--- src/rtl/fifo_sync_pkg.sv ---
// Shared width helpers and parameter sanity check for the extended single-clock FIFO.
package fifo_sync_pkg;

    function automatic int unsigned ADDR_W(input int unsigned depth);
        return (depth > 1) ? $clog2(depth) : 1;
    endfunction

    function automatic int unsigned CNT_W(input int unsigned depth);
        return $clog2(depth) + 1;
    endfunction

    function automatic bit params_ok(input int unsigned depth, input int unsigned af,
                                     input int unsigned ae);
        return (depth >= 2) && ((depth & (depth - 1)) == 0) && (af <= depth) && (ae <= depth);
    endfunction

endpackage

--- src/rtl/fifo_sync_ram.sv ---
// FIFO storage: one write port and one registered read port that drives data_out.
module fifo_sync_ram
    import fifo_sync_pkg::*;
#(
    parameter int unsigned DATA_WIDTH = 32,
    parameter int unsigned FIFO_DEPTH = 8,
    parameter int unsigned AW         = ADDR_W(FIFO_DEPTH)
) (
    input  logic                  clk,
    input  logic                  rst_n,
    input  logic                  wr_en,
    input  logic [AW-1:0]         wr_addr,
    input  logic [DATA_WIDTH-1:0] wr_data,
    input  logic                  rd_en,
    input  logic [AW-1:0]         rd_addr,
    output logic [DATA_WIDTH-1:0] data_out
);

    logic [DATA_WIDTH-1:0] mem [FIFO_DEPTH];

    // Storage is deliberately not reset; pointers and count define what is valid.
    always_ff @(posedge clk) begin
        if (wr_en) begin
            mem[wr_addr] <= wr_data;
        end
    end

    always_ff @(posedge clk) begin
        if (!rst_n) begin
            data_out <= '0;
        end else if (rd_en) begin
            data_out <= mem[rd_addr];
        end
    end

endmodule

--- src/rtl/fifo_sync_ext.sv ---
// Extended single-clock FIFO: fill count, thresholds, rd_valid, flush.
// Sticky overflow/underflow flags are built only when FIFO_SYNC_EXT_ERR_EN is defined.
module fifo_sync_ext
    import fifo_sync_pkg::*;
#(
    parameter int unsigned DATA_WIDTH = 32,
    parameter int unsigned FIFO_DEPTH = 8,
    parameter int unsigned AF_THRESH  = FIFO_DEPTH - 2,
    parameter int unsigned AE_THRESH  = 2
) (
    input  logic                           clk,
    input  logic                           rst_n,
    input  logic                           cs,
    input  logic                           wr_en,
    input  logic                           rd_en,
    input  logic                           flush,
    input  logic                           clr_err,
    input  logic [DATA_WIDTH-1:0]          data_in,
    output logic [DATA_WIDTH-1:0]          data_out,
    output logic                           rd_valid,
    output logic                           empty,
    output logic                           full,
    output logic                           almost_full,
    output logic                           almost_empty,
    output logic [CNT_W(FIFO_DEPTH)-1:0]   count,
    output logic                           overflow,
    output logic                           underflow
);

    localparam int unsigned AW = ADDR_W(FIFO_DEPTH);
    localparam int unsigned CW = CNT_W(FIFO_DEPTH);

    if (!params_ok(FIFO_DEPTH, AF_THRESH, AE_THRESH)) begin : g_bad_params
        $error("fifo_sync_ext: FIFO_DEPTH must be a power of two >= 2, thresholds <= depth");
    end

    logic [AW-1:0] wr_ptr_q;
    logic [AW-1:0] rd_ptr_q;
    logic [CW-1:0] count_q;
    logic          rd_valid_q;
    logic          wr_acc;
    logic          rd_acc;
    logic          flush_acc;

    // Acceptance looks at the registered flags, so a write at full is dropped even
    // when a read frees a slot in the same cycle.
    assign flush_acc = cs & flush;
    assign wr_acc    = cs & wr_en & ~full & ~flush;
    assign rd_acc    = cs & rd_en & ~empty & ~flush;

    always_ff @(posedge clk) begin
        if (!rst_n) begin
            wr_ptr_q   <= '0;
            rd_ptr_q   <= '0;
            count_q    <= '0;
            rd_valid_q <= 1'b0;
        end else if (flush_acc) begin
            wr_ptr_q   <= '0;
            rd_ptr_q   <= '0;
            count_q    <= '0;
            rd_valid_q <= 1'b0;
        end else begin
            if (wr_acc) begin
                wr_ptr_q <= wr_ptr_q + 1'b1;
            end
            if (rd_acc) begin
                rd_ptr_q <= rd_ptr_q + 1'b1;
            end
            case ({wr_acc, rd_acc})
                2'b10:   count_q <= count_q + 1'b1;
                2'b01:   count_q <= count_q - 1'b1;
                default: count_q <= count_q;
            endcase
            rd_valid_q <= rd_acc;
        end
    end

    assign count        = count_q;
    assign rd_valid     = rd_valid_q;
    assign empty        = (count_q == '0);
    assign full         = (count_q == CW'(FIFO_DEPTH));
    assign almost_full  = (count_q >= CW'(AF_THRESH));
    assign almost_empty = (count_q <= CW'(AE_THRESH));

    fifo_sync_ram #(
        .DATA_WIDTH (DATA_WIDTH),
        .FIFO_DEPTH (FIFO_DEPTH),
        .AW         (AW)
    ) u_ram (
        .clk      (clk),
        .rst_n    (rst_n),
        .wr_en    (wr_acc),
        .wr_addr  (wr_ptr_q),
        .wr_data  (data_in),
        .rd_en    (rd_acc),
        .rd_addr  (rd_ptr_q),
        .data_out (data_out)
    );

`ifdef FIFO_SYNC_EXT_ERR_EN
    logic overflow_q;
    logic underflow_q;

    // A new error event wins over a same-cycle clear so no event is ever lost.
    always_ff @(posedge clk) begin
        if (!rst_n) begin
            overflow_q  <= 1'b0;
            underflow_q <= 1'b0;
        end else begin
            if (cs & wr_en & full) begin
                overflow_q <= 1'b1;
            end else if (clr_err) begin
                overflow_q <= 1'b0;
            end
            if (cs & rd_en & empty) begin
                underflow_q <= 1'b1;
            end else if (clr_err) begin
                underflow_q <= 1'b0;
            end
        end
    end

    assign overflow  = overflow_q;
    assign underflow = underflow_q;
`else
    logic unused_clr_err;

    assign unused_clr_err = clr_err;
    assign overflow       = 1'b0;
    assign underflow      = 1'b0;
`endif

endmodule
--- config.mk ---
export PLATFORM = sky130hd
export DESIGN_NAME = fifo_sync_ext
export DESIGN_NICKNAME = d
export VERILOG_FILES = /design/src/rtl/fifo_sync_pkg.sv /design/src/rtl/fifo_sync_ram.sv /design/src/rtl/fifo_sync_ext.sv
export SDC_FILE = /design/constraint.sdc
export NUM_CORES = 1
export LEC_CHECK = 0
export ABC_AREA = 1
export CELL_PAD_IN_SITES_DETAIL_PLACEMENT = 1
export CELL_PAD_IN_SITES_GLOBAL_PLACEMENT = 2
export CORE_AREA = 3 3 205 187
export CTS_CLUSTER_SIZE = 24
export DETAILED_ROUTE_END_ITERATION = 8
export DIE_AREA = 0 0 208 190
export PLACE_DENSITY = 0.87
export SLEW_MARGIN = 10
export SYNTH_ARGS = -nofsm -noshare
export SYNTH_HDL_FRONTEND = slang
export SYNTH_SLANG_ARGS = --single-unit
--- constraint.sdc ---
create_clock -name clk -period 4.3 [get_ports clk]
set_input_delay 1.29 -clock clk [delete_from_list [all_inputs] [get_ports clk]]
set_output_delay 1.29 -clock clk [all_outputs]
set_load 0.05 [all_outputs]
Word level (Yosys, flattened, before mapping)
Memory sizes are Yosys's and may differ from the RTL's. A register that Yosys moved wholly into a read port is not among the register bits.
Cells that the tools add are included.
{ "word_totals": {"ff_bits": 11, "ram_bits": 256, "word_cells": 32, "n_memories": 1, "inputBits": 39} }
{ "classes": {"reduce_logical": 4, "n_lt_le_gt_ge": 2, "n_eq_ne": 3, "n_addsub": 4, "bitwise": 11, "muxes": 3} }
{ "memory_table": {"columns": ["memory", "words", "word_bits", "rd", "rd_ports_with_merged_regs", "write_ports", "line", "text"], "rows": [
  ["u_ram.mem", 8, 32, 1, 1, 1, "fifo_sync_ram.sv:19", "logic [DATA_WIDTH-1:0] mem [FIFO_DEPTH];"]
]} }
{ "op_table": {"columns": ["cell", "n"], "rows": [
  ["$pmux 4 s2", 1],
  ["$and 1x1->1", 7],
  ["$add 3x1->3 const B", 2],
  ["$add 4x1->4 const B", 1],
  ["$eq 4x4->1 const B", 1],
  ["$ge 4x3->1 const B", 1],
  ["$le 4x2->1 const B", 1],
  ["$logic_not 4->1", 1],
  ["$not 1->1", 4],
  ["$sub 4x1->4 const B", 1],
  ["$eq 2x1->1 const B", 1],
  ["$eq 2x2->1 const B", 1],
  ["$mux 1", 2],
  ["$reduce_bool 2->1", 1],
  ["$reduce_or 2->1", 1],
  ["$logic_not 1->1", 1]
]} }

Logic depth before layout (Yosys ltp)
{ "depth": {"ltp_word": 6, "depth_mapped": 16} }

By module
A second synthesis with hierarchy kept.
{ "unflattened": {"hier_cells": 1271, "area_unflattened_um2": 12721.0} }
{ "by_module_without_submodules": {"columns": ["module", "cells_per_inst", "instances", "seq_area_each_um2", "area_per_inst_um2"], "rows": [
  ["fifo_sync_ram", 1166, 1, 8328.0, 11989.0],
  ["fifo_sync_ext", 105, 1, 220.2, 732.0]
]} }

Least setup slack after synthesis
Ideal clock, no wire load.
{ "synth_timing": {"kind": "input to register", "startpoint": "in flush", "endpoint": "mem u_ram.mem[6][0] (enable)", "path_buffers": 1, "path_slack_ns": -0.161, "cell_stages": 6, "required_time_ns": 3.839, "arrival_time_ns": 3.999, "setup_time_ns": 0.461, "cell_sequence": "inv_1 -> nand2_1 -> nor2_1 -> nand2_1 -> buf_2 -> nor3_1"} }
{ "synth_via": {"elab_chain_cells": 4} }
{ "synth_rtl": {"columns": ["element", "line", "text"], "rows": [
  ["start: declaration", "fifo_sync_ext.sv:16", "input logic flush,"],
  ["$not 1->1", "fifo_sync_ext.sv:48", "assign wr_acc = cs & wr_en & ~full & ~flush;"],
  ["$and 1x1->1", "fifo_sync_ext.sv:48", null],
  ["$mux 1", "fifo_sync_ram.sv:23", "if (wr_en) begin"],
  ["$mux 1 (not written as such)", "fifo_sync_ram.sv:24", "mem[wr_addr] <= wr_data;"],
  ["end: declaration", "fifo_sync_ram.sv:19", null]
]} }
Every way passes these cells.

Worst setup path in the final report
{ "layout_timing": {"startpoint": "reg count_q[1] (netlist: count[1])", "endpoint": "out almost_full"} }
{ "layout_via": {"elab_chain_cells": 1} }
{ "layout_rtl": {"columns": ["element", "line", "text"], "rows": [
  ["start: declaration", "fifo_sync_ext.sv:39", "logic [CW-1:0] count_q;"],
  ["start signal: assignment", "fifo_sync_ext.sv:70", "2'b10: count_q <= count_q + 1'b1;"],
  ["start signal: assignment", "fifo_sync_ext.sv:71", "2'b01: count_q <= count_q - 1'b1;"],
  ["start signal: assignment", "fifo_sync_ext.sv:72", "default: count_q <= count_q;"],
  ["$ge 4x3->1", "fifo_sync_ext.sv:82", "assign almost_full = (count_q >= CW'(AF_THRESH));"],
  ["end: declaration", "fifo_sync_ext.sv:23", "output logic almost_full,"]
]} }
Every way passes these cells.

==> impl_metrics.env <==
export IMPL_ios=82
export IMPL_status="complete, no violations"
export IMPL_grtUsageMet3_pct=2.51
export IMPL_busiest_layer="met2"
export IMPL_period_share_pct=80.1
export IMPL_r2r_slack_ns=1.31
export IMPL_die_x_um=208
export IMPL_cts_resized=0
export IMPL_area_growth_pct=18.9
export IMPL_synth_seq_area_share_pct=67.5
export IMPL_yosysWarningCount=0
export IMPL_use_met1_pct=20.4
export IMPL_initial_utilization_pct=35.0
export IMPL_viasPerCell=4.74
export IMPL_ys_ff_latch=299
export IMPL_numPortBuffers=78
export IMPL_hold_depth=2
export IMPL_gp_congestion=0.728
export IMPL_tightestPinTransition_ns=1.08
export IMPL_cts_sinks=299
export IMPL_cts_setup_buffers=0
export IMPL_critPathKind="reg2out"
export IMPL_critPathCaptureType="primary output"
export IMPL_placedCellCount=1775
export IMPL_vias=8703
export IMPL_worstPathMaxFanout=5
export IMPL_fin_skew_ns=0.0228
export IMPL_post_dp_hpwl_um=18700
export IMPL_dieArea_um2=39500
export IMPL_tritoncts="done"
export IMPL_clock_path_buffers=3
export IMPL_dr_first_iter_drc_count=566
export IMPL_netlist_area_um2=12700
export IMPL_p_total_mw=6.23
export IMPL_setup_violations=0
export IMPL_htreeDepth=2
export IMPL_drt_wl_total_um=32100
export IMPL_rsz0062_at_grt="no"
export IMPL_worstSetupStartpointType="flip-flop"
export IMPL_first_global_vias=9414
export IMPL_holdBufCountCts=0
export IMPL_grt_max_degree=88
export IMPL_grt_use_total_pct=16.5
export IMPL_numCtsBuffers=34
export IMPL_nets=1380
export IMPL_clockRootBuffer="clkbuf_16"
export IMPL_maxCapViolations=0
export IMPL_rows=66
export IMPL_use_met2_pct=29.9
export IMPL_grt_first_pass_wirelength_um=51400
export IMPL_synth_top_area_share_pct=60.7
export IMPL_hold_path_endpoint="wr_ptr_q[2]"
export IMPL_synth_area_leaders="edfxtp_1 61%, nand2_1 9.3%, inv_1 8.2%"
export IMPL_stdcell_count=1837
export IMPL_synth_cells=1256
export IMPL_r2r_start="rd_ptr_q[0]"
export IMPL_clk_latency_ns=0.52
export IMPL_min_path_type="reg2reg"
export IMPL_final_max_slew_viol_count=0
export IMPL_drive_above_1_share_pct=6.25
export IMPL_clkTransAtPathRegs_ns=0.06
export IMPL_die_h_um=190
export IMPL_drc=0
export IMPL_ir_drop_uv=212
export IMPL_avgSynthCellArea_um2=10.1
export IMPL_worstRegToRegCells=7
export IMPL_core_um2=36200
export IMPL_routedWlPerCell_um=17.5
export IMPL_p_leak_nw=6.37
export IMPL_antenna_left=0
export IMPL_relSlewSlack_pct=27.7
export IMPL_required_ns=3.01
export IMPL_ys_types=24
export IMPL_hp_start="wr_ptr_q[2]"
export IMPL_grt_ovfl_total=0
export IMPL_n_fill_cell=3992
export IMPL_hold_violations=0
export IMPL_fmax_mhz=290
export IMPL_worst_ep_arrival_time_ns=2.15
export IMPL_final_min_clock_period_ns=3.44
export IMPL_regToRegEndpoint="u_ram.data_out[18]"
export IMPL_synth_top_area_cell="edfxtp_1"
export IMPL_powerDensity_nw_per_um2=414
export IMPL_drt_pass1_iter_count=5
export IMPL_grt_antenna_before_repair=2
-- cells in the final DEF, fill, tap and decap left out, drive strengths merged, types with 7 or more instances in the layout --
master,count
clkdlybuf4s50,78
clkbuf,47
edfxtp,256
inv,277
nor2,7
nor3,8
nand3,195
o21ai,38
clkinv,13
buf,26
a21oi,41
nand2,316
dfxtp,43
-- critical path, stage by stage, from the launching register on --
cell             delay (ns)
dfxtp_1                0.45
inv_1                  0.12
o21ai_0                0.23
clkdlybuf4s50_1        0.84
-- final cells by class --
cell class / count / area [um2] / area share [%]
Sequential cell: 299 / 8550 / 56.8
Multi-Input combinational cell: 618 / 2790 / 18.6
Inverter: 278 / 1050 / 6.95
Timing Repair Buffer: 104 / 976 / 6.48
Clock buffer: 47 / 973 / 6.47
Tap cell: 476 / 596 / 3.96
Clock inverter: 14 / 114 / 0.756
Antenna cell: 1 / 2.50 / 0.0166
-- power by group --
part	total (mW)	internal, mW	switching (mW)
clock	2.82	1.70	1.12
sequential	3.18	3.17	0.0111
combinational	0.228	0.0771	0.151
total	6.23	4.95	1.28
-- cell usage after synthesis (all sizes together) --
cell type,n
nand2,316
inv,278
edfxtp,256
nand3,195
buf,52
dfxtp,43
a21oi,41
o21ai,38
clkbuf,10
nor3,8
nor2,7
ha,5
conb,1
fa,1
nand4,1
o21a,1
or2,1
xnor2,1
xor2,1
-- through the flow --
stage	hold WS (ns)	util (%)	TNS, ns	setup slack, ns	instance area [um2]
floorplan	0.466	-	-41.08	-0.161	12700
global placement	0.485	38.6	0	0.866	14000
detailed placement	0.518	38.6	0	0.844	14000
CTS	0.528	41.6	0	0.820	15100
global route	0.561	41.6	0	0.802	15100
finish	0.526	41.6	0	0.855	15100
-- layer usage --
layer / part of all wire, % / routed length [um]
met4: 2.3 / 752
met3: 4.0 / 1290
met1: 43 / 13900
met2: 50 / 16100
met5: 0.062 / 20
-- how the worst max path moves through the flow --
stage / to / startpoint / slack, ns
floorplan: u_ram.mem[6][0] / flush / -0.16
global placement: count[3] / cs / 0.87
detailed placement: count[3] / cs / 0.84
CTS: almost_full / count[1] / 0.82
global route: almost_full / count[1] / 0.80
finish: almost_full / count[1] / 0.86
-- sequential cells by signal, summed over array words and instances (netlist names) --
signal / count
rd_ptr_q: 3
wr_ptr_q: 3
count: 4
u_ram.data_out: 32
rd_valid: 1
u_ram.mem: 256
-- logic make-up (layout without fill, tap and decap cells) --
logic type	Yosys count	in the layout	share of synthesized area [%]
simple gates	528	528	17.7
buf+inv	340	443	10.7
flops	299	299	67.5
compound gates	80	80	3.18
fa+ha+maj	6	6	0.652
xor+xnor	2	2	0.138
other cells	1	3	0.0296
Note: power is estimated with default switching activity, not from simulation.
